===== src/rtl/mips_pkg.sv =====
// Shared definitions for the MIPS multi-cycle control unit: opcodes, datapath
// select encodings, the state enum seen on the debug port, and the control bundle.
package mips_pkg;

  localparam logic [5:0] OP_RTYPE = 6'b000000;
  localparam logic [5:0] OP_LW    = 6'b100011;
  localparam logic [5:0] OP_SW    = 6'b101011;
  localparam logic [5:0] OP_BEQ   = 6'b000100;
  localparam logic [5:0] OP_J     = 6'b000010;
  localparam logic [5:0] OP_ADDI  = 6'b001000;

  localparam logic [1:0] ALU_ADD   = 2'b00;
  localparam logic [1:0] ALU_SUB   = 2'b01;
  localparam logic [1:0] ALU_FUNCT = 2'b10;

  localparam logic [1:0] PC_ALU    = 2'b00;
  localparam logic [1:0] PC_ALUOUT = 2'b01;
  localparam logic [1:0] PC_JUMP   = 2'b10;

  localparam logic [1:0] SRCB_B      = 2'b00;
  localparam logic [1:0] SRCB_FOUR   = 2'b01;
  localparam logic [1:0] SRCB_IMM    = 2'b10;
  localparam logic [1:0] SRCB_IMM_SH = 2'b11;

  typedef enum logic [3:0] {
    S_RST      = 4'd0,
    S_FETCH    = 4'd1,
    S_DECODE   = 4'd2,
    S_MEM_ADDR = 4'd3,
    S_MEM_RD   = 4'd4,
    S_MEM_WB   = 4'd5,
    S_MEM_WR   = 4'd6,
    S_EXEC     = 4'd7,
    S_R_WB     = 4'd8,
    S_BRANCH   = 4'd9,
    S_JUMP     = 4'd10,
    S_ADDI_EX  = 4'd11,
    S_ADDI_WB  = 4'd12
  } state_e;

  typedef struct packed {
    logic       pc_write;
    logic       pc_write_cond;
    logic       i_or_d;
    logic       mem_read;
    logic       mem_write;
    logic       ir_write;
    logic       mem_to_reg;
    logic       reg_dst;
    logic       reg_write;
    logic       alu_src_a;
    logic [1:0] alu_src_b;
    logic [1:0] alu_op;
    logic [1:0] pc_source;
    logic       illegal_op;
  } ctrl_t;

  function automatic logic op_supported(input logic [5:0] op);
    return (op == OP_RTYPE) || (op == OP_LW) || (op == OP_SW) ||
           (op == OP_BEQ) || (op == OP_J) || (op == OP_ADDI);
  endfunction

endpackage


===== src/rtl/mips_ctrl_decode.sv =====
// Combinational state-to-control decoder. Only FETCH (mem_ready gating of the
// writes) and DECODE (illegal opcode flag) look at anything besides the state.
module mips_ctrl_decode
  import mips_pkg::*;
(
  input  state_e     state,
  input  logic [5:0] opcode,
  input  logic       mem_ready,
  output ctrl_t      ctrl
);

  always_comb begin
    ctrl = '0;
    unique case (state)
      S_FETCH: begin
        ctrl.mem_read  = 1'b1;
        ctrl.i_or_d    = 1'b0;
        ctrl.alu_src_a = 1'b0;
        ctrl.alu_src_b = SRCB_FOUR;
        ctrl.alu_op    = ALU_ADD;
        ctrl.pc_source = PC_ALU;
        // PC+4 and IR load only land on the cycle memory delivers the word
        ctrl.ir_write  = mem_ready;
        ctrl.pc_write  = mem_ready;
      end
      S_DECODE: begin
        ctrl.alu_src_a  = 1'b0;
        ctrl.alu_src_b  = SRCB_IMM_SH;
        ctrl.alu_op     = ALU_ADD;
        ctrl.illegal_op = !op_supported(opcode);
      end
      S_MEM_ADDR: begin
        ctrl.alu_src_a = 1'b1;
        ctrl.alu_src_b = SRCB_IMM;
        ctrl.alu_op    = ALU_ADD;
      end
      S_MEM_RD: begin
        ctrl.mem_read = 1'b1;
        ctrl.i_or_d   = 1'b1;
      end
      S_MEM_WB: begin
        ctrl.reg_dst    = 1'b0;
        ctrl.mem_to_reg = 1'b1;
        ctrl.reg_write  = 1'b1;
      end
      S_MEM_WR: begin
        ctrl.mem_write = 1'b1;
        ctrl.i_or_d    = 1'b1;
      end
      S_EXEC: begin
        ctrl.alu_src_a = 1'b1;
        ctrl.alu_src_b = SRCB_B;
        ctrl.alu_op    = ALU_FUNCT;
      end
      S_R_WB: begin
        ctrl.reg_dst    = 1'b1;
        ctrl.mem_to_reg = 1'b0;
        ctrl.reg_write  = 1'b1;
      end
      S_BRANCH: begin
        ctrl.alu_src_a     = 1'b1;
        ctrl.alu_src_b     = SRCB_B;
        ctrl.alu_op        = ALU_SUB;
        ctrl.pc_write_cond = 1'b1;
        ctrl.pc_source     = PC_ALUOUT;
      end
      S_JUMP: begin
        ctrl.pc_write  = 1'b1;
        ctrl.pc_source = PC_JUMP;
      end
      S_ADDI_EX: begin
        ctrl.alu_src_a = 1'b1;
        ctrl.alu_src_b = SRCB_IMM;
        ctrl.alu_op    = ALU_ADD;
      end
      S_ADDI_WB: begin
        ctrl.reg_dst    = 1'b0;
        ctrl.mem_to_reg = 1'b0;
        ctrl.reg_write  = 1'b1;
      end
      default: ctrl = '0;
    endcase
  end

endmodule


===== src/rtl/mips_multicycle_control.sv =====
// MIPS multi-cycle control unit: state register and next-state logic; the
// control outputs come from the mips_ctrl_decode instance.
module mips_multicycle_control
  import mips_pkg::*;
(
  input  logic       clk,
  input  logic       rst,
  input  logic [5:0] opcode,
  input  logic       mem_ready,
  output logic       pc_write,
  output logic       pc_write_cond,
  output logic       i_or_d,
  output logic       mem_read,
  output logic       mem_write,
  output logic       ir_write,
  output logic       mem_to_reg,
  output logic       reg_dst,
  output logic       reg_write,
  output logic       alu_src_a,
  output logic [1:0] alu_src_b,
  output logic [1:0] alu_op,
  output logic [1:0] pc_source,
  output logic       illegal_op,
  output logic [3:0] state_dbg
);

  state_e state_q, state_d;
  ctrl_t  ctrl;

  always_ff @(posedge clk) begin
    if (rst) state_q <= S_RST;
    else     state_q <= state_d;
  end

  always_comb begin
    state_d = state_q;
    unique case (state_q)
      S_RST:      state_d = S_FETCH;
      S_FETCH:    if (mem_ready) state_d = S_DECODE;
      S_DECODE: begin
        unique case (opcode)
          OP_LW, OP_SW: state_d = S_MEM_ADDR;
          OP_RTYPE:     state_d = S_EXEC;
          OP_BEQ:       state_d = S_BRANCH;
          OP_J:         state_d = S_JUMP;
          OP_ADDI:      state_d = S_ADDI_EX;
          default:      state_d = S_FETCH;
        endcase
      end
      // Only LW/SW reach here; anything else (IR corrupted) recovers via FETCH
      S_MEM_ADDR: begin
        if (opcode == OP_LW)      state_d = S_MEM_RD;
        else if (opcode == OP_SW) state_d = S_MEM_WR;
        else                      state_d = S_FETCH;
      end
      S_MEM_RD:   if (mem_ready) state_d = S_MEM_WB;
      S_MEM_WB:   state_d = S_FETCH;
      S_MEM_WR:   if (mem_ready) state_d = S_FETCH;
      S_EXEC:     state_d = S_R_WB;
      S_R_WB:     state_d = S_FETCH;
      S_BRANCH:   state_d = S_FETCH;
      S_JUMP:     state_d = S_FETCH;
      S_ADDI_EX:  state_d = S_ADDI_WB;
      S_ADDI_WB:  state_d = S_FETCH;
      default:    state_d = S_RST;
    endcase
  end

  mips_ctrl_decode u_decode (
    .state     (state_q),
    .opcode    (opcode),
    .mem_ready (mem_ready),
    .ctrl      (ctrl)
  );

  assign pc_write      = ctrl.pc_write;
  assign pc_write_cond = ctrl.pc_write_cond;
  assign i_or_d        = ctrl.i_or_d;
  assign mem_read      = ctrl.mem_read;
  assign mem_write     = ctrl.mem_write;
  assign ir_write      = ctrl.ir_write;
  assign mem_to_reg    = ctrl.mem_to_reg;
  assign reg_dst       = ctrl.reg_dst;
  assign reg_write     = ctrl.reg_write;
  assign alu_src_a     = ctrl.alu_src_a;
  assign alu_src_b     = ctrl.alu_src_b;
  assign alu_op        = ctrl.alu_op;
  assign pc_source     = ctrl.pc_source;
  assign illegal_op    = ctrl.illegal_op;
  assign state_dbg     = state_q;

endmodule


===== config.mk =====
export PLATFORM = sky130hd
export DESIGN_NAME = mips_multicycle_control
export DESIGN_NICKNAME = d
export VERILOG_FILES = /design/src/rtl/mips_pkg.sv /design/src/rtl/mips_ctrl_decode.sv /design/src/rtl/mips_multicycle_control.sv
export SDC_FILE = /design/constraint.sdc
export NUM_CORES = 1
export LEC_CHECK = 0
export CORE_MARGIN = 2
export CORE_UTILIZATION = 37
export CTS_BUF_LIST = sky130_fd_sc_hd__clkbuf_8
export DETAILED_ROUTE_END_ITERATION = 10
export GPL_TIMING_DRIVEN = 0
export PLACE_DENSITY_LB_ADDON = 0.1
export SYNTH_ARGS = -nofsm -noshare
export SYNTH_HDL_FRONTEND = slang
export SYNTH_SLANG_ARGS = --single-unit
export TNS_END_PERCENT = 20

===== constraint.sdc =====
create_clock -name clk -period 1.3 [get_ports clk]
set_input_delay 0.13 -clock clk [delete_from_list [all_inputs] [get_ports clk]]
set_output_delay 0.13 -clock clk [all_outputs]
set_load 0.02 [all_outputs]

==> metrics.md <==
| Metric | Value |
|---|---|
| Yosys reg bits | 4 |
| Mapped cell area | 606 um^2 |
| H-tree Lvls | 1 |
| Layout cell share with drive strength beyond 1 | 56.3% |
| Detailed-route vias per instance | 6.24 |
| Wirelength per Cell | 18.1 um |
| Final hold vios | 0 |
| Worst Path Arrival | 1.35 ns |
| Peak supply drop | 898 uV |
| Period utilization | 114% |
| Area leader, netlist | dfxtp_1 |
| Iteration-0 DRC Markers | 64 |
| Commonest non-fill, non-tap cells in the layout | buf_4 (25), nand2_1 (8), buf_6 (7) |
| Die area | 1980 um^2 |
| Synth top area cells | dfxtp_1 (13%), nor3_1 (8.3%), nand2_1 (6.2%) |
| Critical setup path kind | flop to output port |
| Clock-pin slew on the worst setup and hold paths | 0.04 ns |
| Initial antenna violation count | 0 |
| Antenna diodes | 0 |
| GRT Resource Usage Total | 27.1% |
| Number of flops mapped to enable cells by yosys | 0 |
| Crit-path max cell delay | 0.32 ns |
| Hold_buf cts | 0 |
| Outcome | finished, violations left |
| Final Power | 1480 uW |
| Hold Crit Endpoint | state_dbg[1] |
| Layout area overhead | 119% |
| Grt ovf | 0 |
| # IOs | 30 |
| Dominant synthesized flop cell | dfxtp_1 |
| Final wirelength | 2.89 mm |
| CP Data Required Time | 1.17 ns |
| Final #Nets | 154 |
| Reg2Reg Depth | 6 |
| Crit. Startpoint | state_dbg[1] |
| Slew headroom | 79.6% |
| GR Util met2 | 43.8% |
| Max clock buf depth | 2 |
| Initial Util | 39.7% |
| Violated checks | negative setup slack |
| Yosys warnings | 0 |
| Power Density | 1110 nW/um^2 |
| LEAKAGE | 0.000590 uW |
| Setup ws final | -0.183 ns |
| GRT met1 Usage | 34.2% |
| Final setup viols | 20 |
| Routed via count | 999 |
| CP max-delay cell | dfxtp_2 |
| GR peak layer | met2 |
| Number of core rows | 14 |
| CP Max Fanout | 6 |
| Root Buffer | clkbuf_8 |
| Die Height | 44.5 um |
| Largest net degree at the start of global routing | 11 |
| RSZ-0062 raised after global routing | true |
| Avg Inst Size Synth | 6.58 um^2 |
| Max reg flops | 4 |
| Dpl hpwl | 1.33 mm |
| Sequential element share of the synthesized area | 13.2% |
| Post-synth ARST share | 0% |
| Final Max Tran Viols | 0 |
| GPL Wtd Cong | 0.923 |
| Critical path, cell by cell | buf_8, nor4b_4, and2_4, or2_4, buf_6 |
| Worst Hold Class | input port to flop |
| Clock Skews | 0.00218 ns |
| Commonest non-fill, non-tap cell in the layout | buf_4 |
| RR Startpoint | state_dbg[0] |
| R2R Setup Slk | -0.14 ns |
| Post-route ant nets | 0 |
| Max_cap viols | 0 |
| Syn_nets | 101 |
| DRT Pass-1 Iters | 4 |
| TritonCTS Buffers | 3 |
| DR DRC count | 0 |
| M3 GR Usage | 4.08% |
| WHS Path Cells | 4 |
| Type of origin of the critical path | flop |
| Post-layout min period | 1.48 ns |
| Unique cell type count in the Yosys netlist | 42 |
| TritonCTS clock tree | done |
| Worst-Margin Slew | 0.304 ns |
| Reg2reg end | state_dbg[1] |
| Clock sinks | 4 |
| Layout Cells excl Fill | 160 |
| Placed cell count | 137 |
| PortBufs | 29 |
| CP Capture Type | output port |
| Min-delay src | opcode[2] |
| Number of global-route vias before repair | 841 |
| Die width | 44.5 um |
| Top cell type's share of synthesized area | 13.2% |
| Max Freq | 674 MHz |
| Core box area | 1520 um^2 |
| Synthesized instance count | 92 |
| First-pass GRT wire length | 3.88 mm |
| Worst skew pair latency | 0.23 ns |
synth_stat cells (2+ instances only):
master,count
a211oi_1,2
nand2b_1,2
buf_2,6
nand3_1,2
xnor2_1,2
nand2_1,10
nor2_1,8
xor2_1,2
and2_1,3
a31oi_1,3
inv_1,2
dfxtp_1,4
nor3_1,10
o21ai_1,2
a21oi_1,3
o21ai_0,3
nor4_1,2
clkbuf_1,2
cells by family after synthesis:
group	count (synthesis)	synth area share, %
AO/OA/AOI/OAI	23	26.4
XOR/XNOR	4	5.79
AND/OR/NAND/NOR	48	43.6
buffers and inverters	12	9.30
flip-flops	4	13.2
adder cells (fa/ha/maj)	1	1.65
worst max-delay path, delay by kind of cell (launching register included):
kind                   cells  cell delay, ns
buffers and inverters      2            0.23
AND/OR/NAND/NOR            3            0.57
flip-flops                 1            0.32
power by group:
part	leakage, uW	total (uW)	switching [uW]	internal, uW
logic	0.000528	1020	527	498
clock network	0.0000269	287	84.4	203
registers	0.0000349	165	20.9	144
total	0.000590	1480	632	844
per-stage QoR:
stage          utilization, %  TNS, ns  setup WS [ns]  area [um^2]  hold WS [ns]
4_1_cts                  79.2    -1.65         -0.159         1210         0.368
2_1_floorplan               -   -0.273        -0.0650          722         0.197
3_5_place_dp             67.7    -9.00         -0.936         1030         0.562
6_report                 87.0    -1.94         -0.183         1330         0.377
5_1_grt                  87.0    -2.74         -0.226         1330         0.398
3_3_place_gp             67.7    -8.81         -0.903         1030         0.568
timing repair:
item                                   in CTS  in global routing
setup buffers                              11                  6
pin swaps                                   7                  5
cloned                                      1                  1
resized for setup                         125                 15
setup endpoints to repair                  22                 21
endpoints found under the hold margin       0                  0
worst max path at each step:
stage | slack, ns | endpoint | cells past startpoint
after global routing | -0.23 | pc_write | 5
after detailed placement | -0.94 | illegal_op | 5
after CTS | -0.16 | pc_write | 5
after floorplan | -0.06 | reg_dst | 3
final | -0.18 | pc_write | 5
after global placement | -0.90 | illegal_op | 5
cell type report:
cell class,count,area [um^2]
repair buffers,48,418
fillers,75,198
clock buffers,3,41.3
clock inverters,1,3.75
inverters,3,11.3
well taps,16,20.0
multi-input cells,76,604
flip-flops and latches,4,90.1
plain buffers,9,138
layer usage:
| layer | vias to the layer above | wire length, um |
|---|---|---|
| li1 | 448 | - |
| met1 | 454 | 1050 |
| met2 | 88 | 1420 |
| met3 | 9 | 330 |
| met4 | 0 | 81 |
| met5 | - | 0 |
No activity file was read; power rests on OpenSTA's default activity.
